## src/rtl/vga_cell_scanner_pkg.sv

```systemverilog
// rtl/vga_cell_scanner_pkg.sv - shared timing defaults, grid geometry and types
package vga_cell_scanner_pkg;

    localparam int DEF_CLK_DIV  = 2;
    localparam int DEF_H_ACTIVE = 640;
    localparam int DEF_H_FP     = 16;
    localparam int DEF_H_SYNC   = 96;
    localparam int DEF_H_BP     = 48;
    localparam int DEF_V_ACTIVE = 480;
    localparam int DEF_V_FP     = 10;
    localparam int DEF_V_SYNC   = 2;
    localparam int DEF_V_BP     = 33;
    localparam int DEF_CELL_W   = 10;
    localparam int DEF_CELL_H   = 15;

    localparam int GRID_COLS = 64;
    localparam int GRID_ROWS = 32;
    localparam int COL_W     = $clog2(GRID_COLS);
    localparam int ROW_W     = $clog2(GRID_ROWS);
    localparam int ADDR_W    = ROW_W + COL_W;
    localparam int RGB_W     = 3;
    localparam int CNT_W     = 10;

    typedef logic [COL_W-1:0]  col_t;
    typedef logic [ROW_W-1:0]  row_t;
    typedef logic [ADDR_W-1:0] addr_t;
    typedef logic [RGB_W-1:0]  rgb_t;
    typedef logic [CNT_W-1:0]  cnt_t;

endpackage

```

## src/rtl/vga_cell_scanner_if.sv

```systemverilog
// rtl/vga_cell_scanner_if.sv - video RAM read port and VGA output bundle
interface vga_cell_scanner_if;
    import vga_cell_scanner_pkg::*;

    addr_t addr_read;
    rgb_t  din;
    rgb_t  rgb;
    logic  hsync;
    logic  vsync;
    logic  active;
    logic  frame_start;

    modport master (
        output addr_read, rgb, hsync, vsync, active, frame_start,
        input  din
    );

    modport slave (
        input  addr_read, rgb, hsync, vsync, active, frame_start,
        output din
    );
endinterface

```

## src/rtl/vga_cell_scanner_timing.sv

```systemverilog
// rtl/vga_cell_scanner_timing.sv - pixel divider, h/v counters and raw sync decode
module vga_cell_scanner_timing
    import vga_cell_scanner_pkg::*;
#(
    parameter int CLK_DIV  = DEF_CLK_DIV,
    parameter int H_ACTIVE = DEF_H_ACTIVE,
    parameter int H_FP     = DEF_H_FP,
    parameter int H_SYNC   = DEF_H_SYNC,
    parameter int H_BP     = DEF_H_BP,
    parameter int V_ACTIVE = DEF_V_ACTIVE,
    parameter int V_FP     = DEF_V_FP,
    parameter int V_SYNC   = DEF_V_SYNC,
    parameter int V_BP     = DEF_V_BP
) (
    input  logic clk,
    input  logic rst,
    output logic pix_ce,
    output cnt_t h,
    output cnt_t v,
    output logic h_last,
    output logic v_last,
    output logic hsync_raw,
    output logic vsync_raw
);
    localparam int H_TOTAL  = H_ACTIVE + H_FP + H_SYNC + H_BP;
    localparam int V_TOTAL  = V_ACTIVE + V_FP + V_SYNC + V_BP;
    localparam int HS_START = H_ACTIVE + H_FP;
    localparam int VS_START = V_ACTIVE + V_FP;
    localparam int DIV_W    = $clog2(CLK_DIV);

    logic [DIV_W-1:0] div;

    assign pix_ce = (div == DIV_W'(CLK_DIV - 1));
    assign h_last = (h == cnt_t'(H_TOTAL - 1));
    assign v_last = (v == cnt_t'(V_TOTAL - 1));

    // Sync decode of the current counters; the top registers it one pixel later.
    assign hsync_raw = !((h >= cnt_t'(HS_START)) && (h <= cnt_t'(HS_START + H_SYNC - 1)));
    assign vsync_raw = !((v >= cnt_t'(VS_START)) && (v <= cnt_t'(VS_START + V_SYNC - 1)));

    always_ff @(posedge clk) begin
        if (rst) begin
            div <= '0;
            h   <= '0;
            v   <= '0;
        end else if (pix_ce) begin
            div <= '0;
            h   <= h_last ? '0 : h + 1'b1;
            if (h_last) begin
                v <= v_last ? '0 : v + 1'b1;
            end
        end else begin
            div <= div + 1'b1;
        end
    end
endmodule

```

## src/rtl/vga_cell_scanner.sv

```systemverilog
// rtl/vga_cell_scanner.sv - scans the cell grid, fetches RAM cells and drives aligned VGA outputs
module vga_cell_scanner
    import vga_cell_scanner_pkg::*;
#(
    parameter int CLK_DIV  = DEF_CLK_DIV,
    parameter int H_ACTIVE = DEF_H_ACTIVE,
    parameter int H_FP     = DEF_H_FP,
    parameter int H_SYNC   = DEF_H_SYNC,
    parameter int H_BP     = DEF_H_BP,
    parameter int V_ACTIVE = DEF_V_ACTIVE,
    parameter int V_FP     = DEF_V_FP,
    parameter int V_SYNC   = DEF_V_SYNC,
    parameter int V_BP     = DEF_V_BP,
    parameter int CELL_W   = DEF_CELL_W,
    parameter int CELL_H   = DEF_CELL_H
) (
    input logic                 clk,
    input logic                 rst,
    vga_cell_scanner_if.master  bus
);
    localparam int SUBX_W = $clog2(CELL_W);
    localparam int SUBY_W = $clog2(CELL_H);

    logic              pix_ce;
    logic              h_last;
    logic              v_last;
    logic              hsync_raw;
    logic              vsync_raw;
    logic              h_vis;
    logic              v_vis;
    cnt_t              h;
    cnt_t              v;
    logic [SUBX_W-1:0] sub_x;
    logic [SUBY_W-1:0] sub_y;
    col_t              col;
    row_t              row;

    vga_cell_scanner_timing #(
        .CLK_DIV  (CLK_DIV),
        .H_ACTIVE (H_ACTIVE),
        .H_FP     (H_FP),
        .H_SYNC   (H_SYNC),
        .H_BP     (H_BP),
        .V_ACTIVE (V_ACTIVE),
        .V_FP     (V_FP),
        .V_SYNC   (V_SYNC),
        .V_BP     (V_BP)
    ) u_timing (
        .clk       (clk),
        .rst       (rst),
        .pix_ce    (pix_ce),
        .h         (h),
        .v         (v),
        .h_last    (h_last),
        .v_last    (v_last),
        .hsync_raw (hsync_raw),
        .vsync_raw (vsync_raw)
    );

    assign h_vis = (h < cnt_t'(H_ACTIVE));
    assign v_vis = (v < cnt_t'(V_ACTIVE));

    // row/col are flops updated with h/v, so the read address is stable all pixel long.
    assign bus.addr_read = {row, col};

    always_ff @(posedge clk) begin
        if (rst) begin
            sub_x <= '0;
            sub_y <= '0;
            col   <= '0;
            row   <= '0;
        end else if (pix_ce) begin
            if (h_last) begin
                sub_x <= '0;
                col   <= '0;
                if (v_last) begin
                    sub_y <= '0;
                    row   <= '0;
                end else if (v_vis) begin
                    if (sub_y == SUBY_W'(CELL_H - 1)) begin
                        sub_y <= '0;
                        row   <= row + 1'b1;
                    end else begin
                        sub_y <= sub_y + 1'b1;
                    end
                end
            end else if (h_vis) begin
                if (sub_x == SUBX_W'(CELL_W - 1)) begin
                    sub_x <= '0;
                    col   <= col + 1'b1;
                end else begin
                    sub_x <= sub_x + 1'b1;
                end
            end
        end
    end

    // Output stage: h/v still hold the pixel whose cell data is now on din.
    always_ff @(posedge clk) begin
        if (rst) begin
            bus.rgb         <= '0;
            bus.hsync       <= 1'b1;
            bus.vsync       <= 1'b1;
            bus.active      <= 1'b0;
            bus.frame_start <= 1'b0;
        end else begin
            bus.frame_start <= 1'b0;
            if (pix_ce) begin
                bus.rgb         <= (h_vis && v_vis) ? bus.din : '0;
                bus.active      <= h_vis && v_vis;
                bus.hsync       <= hsync_raw;
                bus.vsync       <= vsync_raw;
                bus.frame_start <= (h == '0) && (v == '0);
            end
        end
    end
endmodule

```

## src/flat_wrapper.sv

```systemverilog
// flat-port wrapper written by rule: the top's interface ports become plain ports
module vga_cell_scanner_flat import vga_cell_scanner_pkg::*;
#(
    parameter int CLK_DIV  = DEF_CLK_DIV,
    parameter int H_ACTIVE = DEF_H_ACTIVE,
    parameter int H_FP     = DEF_H_FP,
    parameter int H_SYNC   = DEF_H_SYNC,
    parameter int H_BP     = DEF_H_BP,
    parameter int V_ACTIVE = DEF_V_ACTIVE,
    parameter int V_FP     = DEF_V_FP,
    parameter int V_SYNC   = DEF_V_SYNC,
    parameter int V_BP     = DEF_V_BP,
    parameter int CELL_W   = DEF_CELL_W,
    parameter int CELL_H   = DEF_CELL_H
)
  (clk, rst, bus_addr_read, bus_rgb, bus_hsync, bus_vsync, bus_active, bus_frame_start, bus_din);
  vga_cell_scanner_if bus_i ();
  input logic clk;
  input logic rst;
  output wire logic [$bits(bus_i.addr_read)-1:0] bus_addr_read;
  output wire logic [$bits(bus_i.rgb)-1:0] bus_rgb;
  output wire logic [$bits(bus_i.hsync)-1:0] bus_hsync;
  output wire logic [$bits(bus_i.vsync)-1:0] bus_vsync;
  output wire logic [$bits(bus_i.active)-1:0] bus_active;
  output wire logic [$bits(bus_i.frame_start)-1:0] bus_frame_start;
  input wire logic [$bits(bus_i.din)-1:0] bus_din;
  assign bus_addr_read = bus_i.addr_read;
  assign bus_rgb = bus_i.rgb;
  assign bus_hsync = bus_i.hsync;
  assign bus_vsync = bus_i.vsync;
  assign bus_active = bus_i.active;
  assign bus_frame_start = bus_i.frame_start;
  assign bus_i.din = bus_din;
  vga_cell_scanner #(.CLK_DIV(CLK_DIV), .H_ACTIVE(H_ACTIVE), .H_FP(H_FP), .H_SYNC(H_SYNC), .H_BP(H_BP), .V_ACTIVE(V_ACTIVE), .V_FP(V_FP), .V_SYNC(V_SYNC), .V_BP(V_BP), .CELL_W(CELL_W), .CELL_H(CELL_H)) u_core (.clk(clk), .rst(rst), .bus(bus_i));
endmodule
```

## config.mk

```make
export PLATFORM = sky130hd
export DESIGN_NAME = vga_cell_scanner_flat
export DESIGN_NICKNAME = d
export VERILOG_FILES = /design/src/rtl/vga_cell_scanner_pkg.sv /design/src/rtl/vga_cell_scanner_if.sv /design/src/rtl/vga_cell_scanner_timing.sv /design/src/rtl/vga_cell_scanner.sv /design/src/flat_wrapper.sv
export SDC_FILE = /design/constraint.sdc
export NUM_CORES = 1
export LEC_CHECK = 0
export CAP_MARGIN = 10
export CORE_MARGIN = 4
export CORE_UTILIZATION = 56
export DETAILED_ROUTE_END_ITERATION = 12
export HOLD_SLACK_MARGIN = 0.15
export MAX_ROUTING_LAYER = met4
export PLACE_DENSITY = 0.79
export RECOVER_POWER = 25
export SYNTH_ARGS = -nofsm -noshare
export SYNTH_HDL_FRONTEND = slang
export SYNTH_SLANG_ARGS = --single-unit
```

## constraint.sdc

```tcl
create_clock -name clk -period 2.87 [get_ports clk]
set_input_delay 0.574 -clock clk [delete_from_list [all_inputs] [get_ports clk]]
set_output_delay 0.574 -clock clk [all_outputs]
set_load 0.01 [all_outputs]
```

==> results of run 1 <==
-- routing by layer --
layer / share of wire (%) / vias to the layer above / wire length, um
met5: 0 / - / 0
met4: 0.56 / 0 / 26
met3: 4.3 / 2 / 200
met2: 43 / 41 / 1960
met1: 53 / 820 / 2430
li1: - / 957 / -
-- synth_stat cells, drive strengths merged (2+ instances only) --
library cell   n
or4            6
ha            11
nor3           6
nand2         12
inv            8
a21o           3
a31oi          3
clkbuf         5
dfxtp         47
nor2          42
buf            5
a211oi         6
and3           8
xor2          15
a22o           3
a21oi          9
o21ai          4
nand4         11
nor4           4
nand4b         2
nand3b         2
o211ai         2
and2           4
xnor2         10
or3            2
mux2i          3
or2            3
nand3          9
nand2b         3
-- final cells by class --
type                       instances  area, um2
clock buffer                       6       82.6
clock inverter                     2       35.0
fill                             341       1320
inverter                           8       30.0
multi-input combinational        193       1290
sequential                        47        941
tap                               50       62.6
timing repair buffer              25        243
-- worst reg2reg max path, delay by kind of cell, from the launching register on --
family	cells	cell delay, ns
flip-flops	1	0.39
AO/OA/AOI/OAI	2	0.42
AND/OR/NAND/NOR	3	1.45
-- metrics by stage --
stage / cell area, um2 / hold WS [ns] / power, mW
global placement: 2570 / 0.438 / 0.756
global route: 2680 / 0.503 / 1.28
CTS: 2690 / 0.470 / 1.25
floorplan: 2310 / 0.461 / 0.730
detailed placement: 2570 / 0.445 / 0.758
finish: 2680 / 0.460 / 1.24
-- power breakdown --
group          internal, mW  switching [mW]  leakage, nW  total, mW
Clock                 0.282           0.215       0.0612      0.497
Combinational        0.0307          0.0331        0.570     0.0638
Sequential            0.664          0.0129        0.381      0.677
Total                 0.976           0.261         1.01       1.24
-- sequential cells by signal (all words and copies together) (netlist names) --
signal                  flops
u_core.u_timing.pix_ce      1
u_core.bus.vsync            1
u_core.u_timing.h          10
u_core.col                  6
u_core.bus.active           1
u_core.sub_x                4
u_core.sub_y                4
u_core.bus.rgb              3
u_core.row                  5
u_core.bus.hsync            1
u_core.bus.frame_start      1
u_core.u_timing.v          10
-- cells in the final DEF, fill, tap and decap left out, types with 8 or more instances in the layout --
cell type | synthesis | layout
dfxtp_1 | 47 | 47
nor2_1 | 42 | 42
xor2_1 | 15 | 15
nand2_1 | 12 | 12
dlygate4sd3_1 | 0 | 12
nand4_1 | 11 | 11
ha_1 | 11 | 11
xnor2_1 | 10 | 10
clkdlybuf4s50_1 | 0 | 10
nand3_1 | 9 | 9
inv_1 | 8 | 8
a21oi_1 | 8 | 8
-- how the worst max path moves through the flow --
stage / slack [ns] / cells past startpoint / endpoint / startpoint
after global routing: 0.40 / 5 / u_core.sub_y[1]$_SDFFE_PP0P_ / u_core.u_timing.h[5]$_SDFFE_PP0P_
after global placement: 0.63 / 5 / u_core.bus.frame_start$_SDFF_PP0_ / rst
final: 0.53 / 5 / u_core.sub_y[1]$_SDFFE_PP0P_ / u_core.u_timing.h[5]$_SDFFE_PP0P_
after detailed placement: 0.60 / 6 / u_core.col[2]$_SDFFE_PP0P_ / u_core.u_timing.h[0]$_SDFFE_PP0P_
after floorplan: 0.76 / 7 / u_core.col[2]$_SDFFE_PP0P_ / u_core.u_timing.h[5]$_SDFFE_PP0P_
after CTS: 0.58 / 6 / u_core.col[2]$_SDFFE_PP0P_ / u_core.u_timing.h[0]$_SDFFE_PP0P_
-- cells by family (layout without fill, tap and decap cells) --
group,count (synthesis),in the layout,share of synthesized area [%]
AOI/OAI and AO/OA,35,35,11.1
buffers and inverters,18,41,3.46
muxes,3,3,1.30
xor gates and xnor gates,25,25,9.46
DFF,47,47,40.6
and+or+nand+nor,119,119,28.1
adders and majority gates,11,11,5.95
==> flow_summary.toml, run 1 <==
[outcome]
outcome = "complete, no violations"

[setup_path]
critical_path.max_fanout = 9
end_kind = "register"
critPathArrivalTime_ns = 2.57
worstReg2RegStart = "u_core.u_timing.h[5]$_SDFFE_PP0P_"
crit_type = "register to register"
critPathLaunchType = "register"
path_buf_inv = 0
reg2regPathDepth = 5
cp_cell_sequence = "or3_1 > nor4_4 > o21ai_0 > or4_1 > a21oi_1"
r2r-end = "u_core.sub_y[1]$_SDFFE_PP0P_"
r2r_slack_ns = 0.53
crit_slowest_cell = "or3_1"
crit_family = "simple AND/OR/NAND/NOR gates"
critPathRequiredTime_ns = 3.10
slowest_delay_ns = 0.51

[detailed_routing]
drcViolationCount = 0
vias = 1820
vias_per_cell = 5.50
totalWireLength_um = 4620
drt_iter0_drc = 144
wire_per_inst_um = 13.9
dr.pass1.iters = 4
drtAntennaViolNets = 0

[synthesis]
synth_top_area_share_pct = 40.6
synth-seq-area-share_pct = 40.6
synth_edf_count = 0
synth_area_um2 = 2310
yosys_warnings = 0
syn-num-nets = 274
synthTopCellsByArea = "dfxtp_1, nor2_1, ha_1"
synth_ff_type = "dfxtp_1"
synth_top_cell_by_area = "dfxtp_1"
syn_avg_cell_area_um2 = 8.97
synthesis.instances = 258
synth-async-reset-ratio_pct = 0
synthDistinctLibCells = 48
ys_seq_elements = 47

[final_layout]
nets = 296
diodes = 0
stdcell_count = 331
post_route_cells_drive_above_1_share_pct = 8.90
area_growth_pct = 15.9
final_util_pct = 67.1

[floorplanning]
dieArea_um2 = 5230
pin_count = 23
die_h_um = 72.3
core-area_um2 = 4000
num_rows = 23
die_w_um = 72.3
initial_core_util_pct = 57.9

[worst_hold_path]
hold_path_end = "u_core.bus.active$_SDFFE_PP0P_"
hold_path_class = "register to register"
min_from = "u_core.bus.active$_SDFFE_PP0P_"
hold_path_depth = 1

[clocking]
post_cts_resize_count = 0
insertion_delay_ns = 0.30
cts.clk_slew.worst_paths_ns = 0.09
ctsRootBufferMaster = "clkbuf_8"
post_cts_buffers = 0
clock-sinks = 47
cts_tree = "yes"
cts_made_buffers = 5
ctsHoldBuffers = 0
cts_max_level = 2
cts_buffer_depth = 2

[timing]
skew_ns = 0.00714
period_minus_slack_ns = 2.34
setup_ws_ns = 0.529
worstMarginPinSlew_ns = 0.547
slew_violations = 0
finalHoldViolCount = 0
setup_tns_ns = 0
min_period_over_period_pct = 81.6
grt_setup_unrepaired = "false"
max_freq_mhz = 427
finalSetupViolations = 0
slew_headroom_pct = 63.2

[grt]
grt_pass1_wl_um = 8000
track_usage_pct = 19.9
grt_max_degree = 15
busiest_layer = "met1"
overflow = 0
use_met3_pct = 5.40
use_met2_pct = 26.2
antenna_found_initial = 0
global_route.usage.met1_pct = 29.7
grt_pass1_vias = 1714

[placement]
gp_congestion = 0.902
dp_slack_ns = 0.604
hpwlAfterDp_um = 3360
dp_cells = 323
io_buffer_count = 22

[job]
cap_viol_max_count = 0

[pwr]
p_leak_nw = 1.01
vdd_ir_drop_max_mv = 0.404
p_per_area_nw_per_um2 = 461
No activity file was read; power rests on OpenSTA's default activity.
==> run 2, diff against run 1 <==
- CORE_UTILIZATION: 56 -> 51
- PLACE_DENSITY: 0.79 -> 0.75
- clock period: 2.87 -> 2.1 ns (I/O delays scaled with it)
==> flow_summary.toml, run 2 (synthesis results as in run 1) <==
[final_layout]
layout_commonest_cell = "dfxtp_1"
fill_cells = 381
reg.largest.list = "u_core.u_timing.h x10, u_core.u_timing.v x10, u_core.col x6"
final_util_pct = 64.6
final_cell_mix = "dfxtp_1, nor2_1, buf_4"
post_route_cells_drive_above_1_share_pct = 15.3
multi_input_area_um2 = 1310
nets = 315
seq_area_um2 = 942
diodes = 0
area_growth_pct = 22.3

[floorplanning]
dieArea_um2 = 5680
die_h_um = 75.4
pin_count = 23
core-area_um2 = 4380
num_rows = 24
initial_core_util_pct = 52.8
die_w_um = 75.4

[timing]
skew_ns = 0.00922
setup_tns_ns = 0
slew_violations = 0
grt_setup_unrepaired = "false"
max_freq_mhz = 490
hold_slack_ns = 0.466
finalSetupViolations = 0
worstMarginPinSlew_ns = 0.398
min_period_over_period_pct = 97.2
finalHoldViolCount = 0
slew_headroom_pct = 73.2
period_minus_slack_ns = 2.04

[placement]
gp_congestion = 0.836
hpwlAfterDp_um = 3340
io_buffer_count = 22

[clocking]
cts.clk_slew.worst_paths_ns = 0.09
cts_buffer_depth = 2
ctsRootBufferMaster = "clkbuf_8"
cts_made_buffers = 5
ctsHoldBuffers = 0
cts_tree = "yes"
cts_max_level = 2
clock-sinks = 47
insertion_delay_ns = 0.30

[pwr]
p_total_mw = 1.55
vdd_ir_drop_max_mv = 0.419
p_leak_nw = 1.09
p_per_area_nw_per_um2 = 549

[detailed_routing]
vias_per_cell = 5.50
totalWireLength_um = 4570
drt_iter0_drc = 142
drtAntennaViolNets = 0
vias = 1936
wire_per_inst_um = 13.0
dr.pass1.iters = 4
drcViolationCount = 0

[setup_path]
r2r_slack_ns = 0.06
critPathRequiredTime_ns = 2.29
critPathLaunchType = "register"
r2r-end = "u_core.col[5]$_SDFFE_PP0P_"
reg2regPathDepth = 5
crit_type = "register to register"
worstReg2RegStart = "u_core.u_timing.h[7]$_SDFFE_PP0P_"
end_kind = "register"
critPathArrivalTime_ns = 2.23
critical_path.max_fanout = 6

[outcome]
outcome = "complete, no violations"

[job]
cap_viol_max_count = 0

[worst_hold_path]
hold_path_depth = 1
min_from = "u_core.bus.active$_SDFFE_PP0P_"
hold_path_end = "u_core.bus.active$_SDFFE_PP0P_"
hold_path_class = "register to register"

[grt]
grt_pass1_vias = 1759
grt_pass1_wl_um = 8070
track_usage_pct = 18.8
overflow = 0
antenna_found_initial = 0
grt_max_degree = 21
-- run 2: cell type report --
cell class	count	area share, %
Clock buffer	6	2.56
Clock inverter	2	0.442
Inverter	8	1.06
Multi-Input combinational cell	193	46.3
Sequential cell	47	33.3
Tap cell	52	2.30
Timing Repair Buffer	44	14.1
-- run 2: metrics by stage --
step	worst slack, ns	cells	area, um2
global placement	0.0555	344	2730
floorplan	0.00380	258	2320
CTS	0.0557	352	2820
global route	0.00287	352	2830
detailed placement	-0.0153	344	2730
finish	0.0591	352	2830
-- run 2: worst max path at each step --
| stage | slack, ns | to | startpoint |
|---|---|---|---|
| after floorplan | 0.004 | u_core.sub_y[1]$_SDFFE_PP0P_ | u_core.u_timing.v[0]$_SDFFE_PP0P_ |
| after global placement | 0.06 | u_core.sub_y[1]$_SDFFE_PP0P_ | u_core.u_timing.v[0]$_SDFFE_PP0P_ |
| after detailed placement | -0.02 | u_core.sub_y[1]$_SDFFE_PP0P_ | u_core.u_timing.v[0]$_SDFFE_PP0P_ |
| after CTS | 0.06 | u_core.row[3]$_SDFFE_PP0P_ | u_core.u_timing.h[5]$_SDFFE_PP0P_ |
| after global routing | 0.003 | u_core.row[4]$_SDFFE_PP0P_ | u_core.u_timing.h[7]$_SDFFE_PP0P_ |
| final | 0.06 | u_core.col[5]$_SDFFE_PP0P_ | u_core.u_timing.h[7]$_SDFFE_PP0P_ |
-- run 2: power by group --
group          switching [mW]  internal, mW
Combinational          0.0526        0.0533
Clock                   0.295         0.233
Sequential             0.0128         0.907
-- run 2: repair_timing --
action	CTS	global route
endpoints found under the setup margin	1	2
setup buffers	0	0
pin swaps	1	4
gates resized for setup	3	2
-- run 2: routing by layer --
metal | wire length [um] | up-vias | GRT usage (%)
met5 | 0 | - | -
met4 | 61 | 0 | 5.24
met3 | 186 | 7 | 4.22
met2 | 1990 | 39 | 26.7
met1 | 2330 | 895 | 26.8
li1 | - | 995 | -
-- run 2: worst max-delay path: stages, from the launching register on --
cell	delay [ns]
dfxtp_2	0.33
or3_4	0.42
or4_4	0.59
a2111oi_4	0.39
xnor2_1	0.15
nor2_1	0.05
==> run 3, diff against run 2 <==
- CORE_UTILIZATION: 51 -> 49
- GPL_TIMING_DRIVEN: unset -> 0
- PLACE_DENSITY: 0.75 -> 0.73
==> flow_summary.toml, run 3 (synthesis results as in run 1) <==
[detailed_routing]
totalWireLength_um = 4860
drcViolationCount = 0
wire_per_inst_um = 14.0
dr.pass1.iters = 4
drtAntennaViolNets = 0
vias_per_cell = 5.52
vias = 1914
drt_iter0_drc = 101

[timing]
min_period_over_period_pct = 97.7
max_freq_mhz = 487
setup_ws_ns = 0.0477
finalSetupViolations = 0
worstMarginPinSlew_ns = 0.501
setup_tns_ns = 0
period_minus_slack_ns = 2.05
slew_headroom_pct = 66.6
hold_slack_ns = 0.456
finalHoldViolCount = 0
skew_ns = 0.00760
grt_setup_unrepaired = "true"
slew_violations = 0

[placement]
io_buffer_count = 22
gp_congestion = 0.856
dp_cells = 332
hpwlAfterDp_um = 3330
dp_slack_ns = -0.314

[setup_path]
crit_slowest_cell = "or4_4"
critical_path.max_fanout = 7
startpoint = "u_core.u_timing.h[5]$_SDFFE_PP0P_"
critPathArrivalTime_ns = 2.27
worstReg2RegStart = "u_core.u_timing.h[5]$_SDFFE_PP0P_"
critPathLaunchType = "register"
critPathRequiredTime_ns = 2.32
end_kind = "register"
crit_type = "register to register"
cp_cell_sequence = "or3_4 > or4_4 > nor2_1 > a31oi_1 > a311oi_1"
slowest_delay_ns = 0.58

[clocking]
cts_made_buffers = 5
ctsRootBufferMaster = "clkbuf_8"
ctsHoldBuffers = 0
cts.clk_slew.worst_paths_ns = 0.09
insertion_delay_ns = 0.30
cts_tree = "yes"
cts_buffer_depth = 2
cts_max_level = 2
clock-sinks = 47

[grt]
antenna_found_initial = 0
track_usage_pct = 17.2
grt_pass1_wl_um = 8230
grt_pass1_vias = 1776
overflow = 0
grt_max_degree = 15

[final_layout]
multi_input_area_um2 = 1350
nets = 310
final_cell_mix = "nor2_1, dfxtp_1, xor2_1"
fill_cells = 387
stdcell_count = 347
diodes = 0
area_growth_pct = 22.7
post_route_cells_drive_above_1_share_pct = 17.6
layout_commonest_cell = "nor2_1"
reg.largest.list = "u_core.u_timing.h x10, u_core.u_timing.v x10, u_core.col x6"
final_util_pct = 63.5
seq_area_um2 = 955

[pwr]
power.share.clock_pct = 35.9
p_seq_share_pct = 57.8
switching_share_pct = 23.2
p_per_area_nw_per_um2 = 561
comb_power_share_pct = 6.4
p_leak_nw = 1.05
vdd_ir_drop_max_mv = 0.349
power.internal_mw = 1.22
p_sw_uw = 369

[floorplanning]
dieArea_um2 = 5890
die_w_um = 76.7
die_h_um = 76.7
pin_count = 23
initial_core_util_pct = 51.7
num_rows = 24
core-area_um2 = 4470

[worst_hold_path]
min_from = "u_core.bus.active$_SDFFE_PP0P_"
hold_path_class = "register to register"

[job]
cap_viol_max_count = 0

[outcome]
outcome = "complete, no violations"
-- run 3: cell count changes in the layout (fill, tap and decap cells not counted), moves of 2 or more --
cell      change
dfxtp_1       -6
clkbuf_1      +3
buf_6         +3
a211oi_1      -2
dfxtp_4       +2
buf_4        -12
dfxtp_2       +4
a211oi_2      +2
-- run 3: routing by layer --
| metal | track usage, % | wire length, um | vias up |
|---|---|---|---|
| li1 | - | - | 986 |
| met4 | 4.35 | 57 | 0 |
| met2 | 25.6 | 2110 | 53 |
| met5 | - | 0 | - |
| met1 | 23.5 | 2450 | 868 |
| met3 | 3.98 | 233 | 7 |
-- run 3: per-stage QoR --
stage	power, mW	cell area [um2]
2_1_floorplan	0.998	2320
3_3_place_gp	1.04	2600
3_5_place_dp	1.04	2600
4_1_cts	1.61	2780
5_1_grt	1.66	2840
6_report	1.59	2840
-- run 3: final timing paths --
kind	end	slack, ns	depth (start not counted)
worst max-delay path	u_core.row[4]$_SDFFE_PP0P_	0.05	5
worst min-delay path	u_core.bus.active$_SDFFE_PP0P_	0.46	1
worst max register to register	u_core.row[4]$_SDFFE_PP0P_	0.05	5
worst min register to register	u_core.bus.active$_SDFFE_PP0P_	0.46	1
-- run 3: what timing repair did --
item	in CTS	in global routing
endpoints found under the setup margin	26	16
setup buffers	7	2
pin swaps	6	4
resized for setup	17	14
gates cloned	0	0
-- run 3: critical path, delay by kind of cell (launching register included) --
family,cells,cell delay (ns)
and+or+nand+nor,3,1.24
DFF,1,0.37
AOI/OAI and AO/OA,2,0.36
-- run 3: final cells by class --
cell class | instances | area share (%)
Inverter | 8 | 1.06
Clock inverter | 1 | 0.308
Clock buffer | 7 | 3.04
Sequential cell | 47 | 33.6
Timing Repair Buffer | 31 | 10.1
Tap cell | 52 | 2.29
Buffer | 8 | 1.89
Multi-Input combinational cell | 193 | 47.7
-- run 3: power groups by stage --
| stage | combinational, mW | clock [mW] | sequential [mW] |
|---|---|---|---|
| after detailed placement | 0.0962 | 0 | 0.943 |
| after global placement | 0.0958 | 0 | 0.942 |
| final | 0.102 | 0.571 | 0.920 |
| after global routing | 0.114 | 0.622 | 0.923 |
| after CTS | 0.102 | 0.586 | 0.922 |
| after floorplan | 0.0540 | 0 | 0.944 |
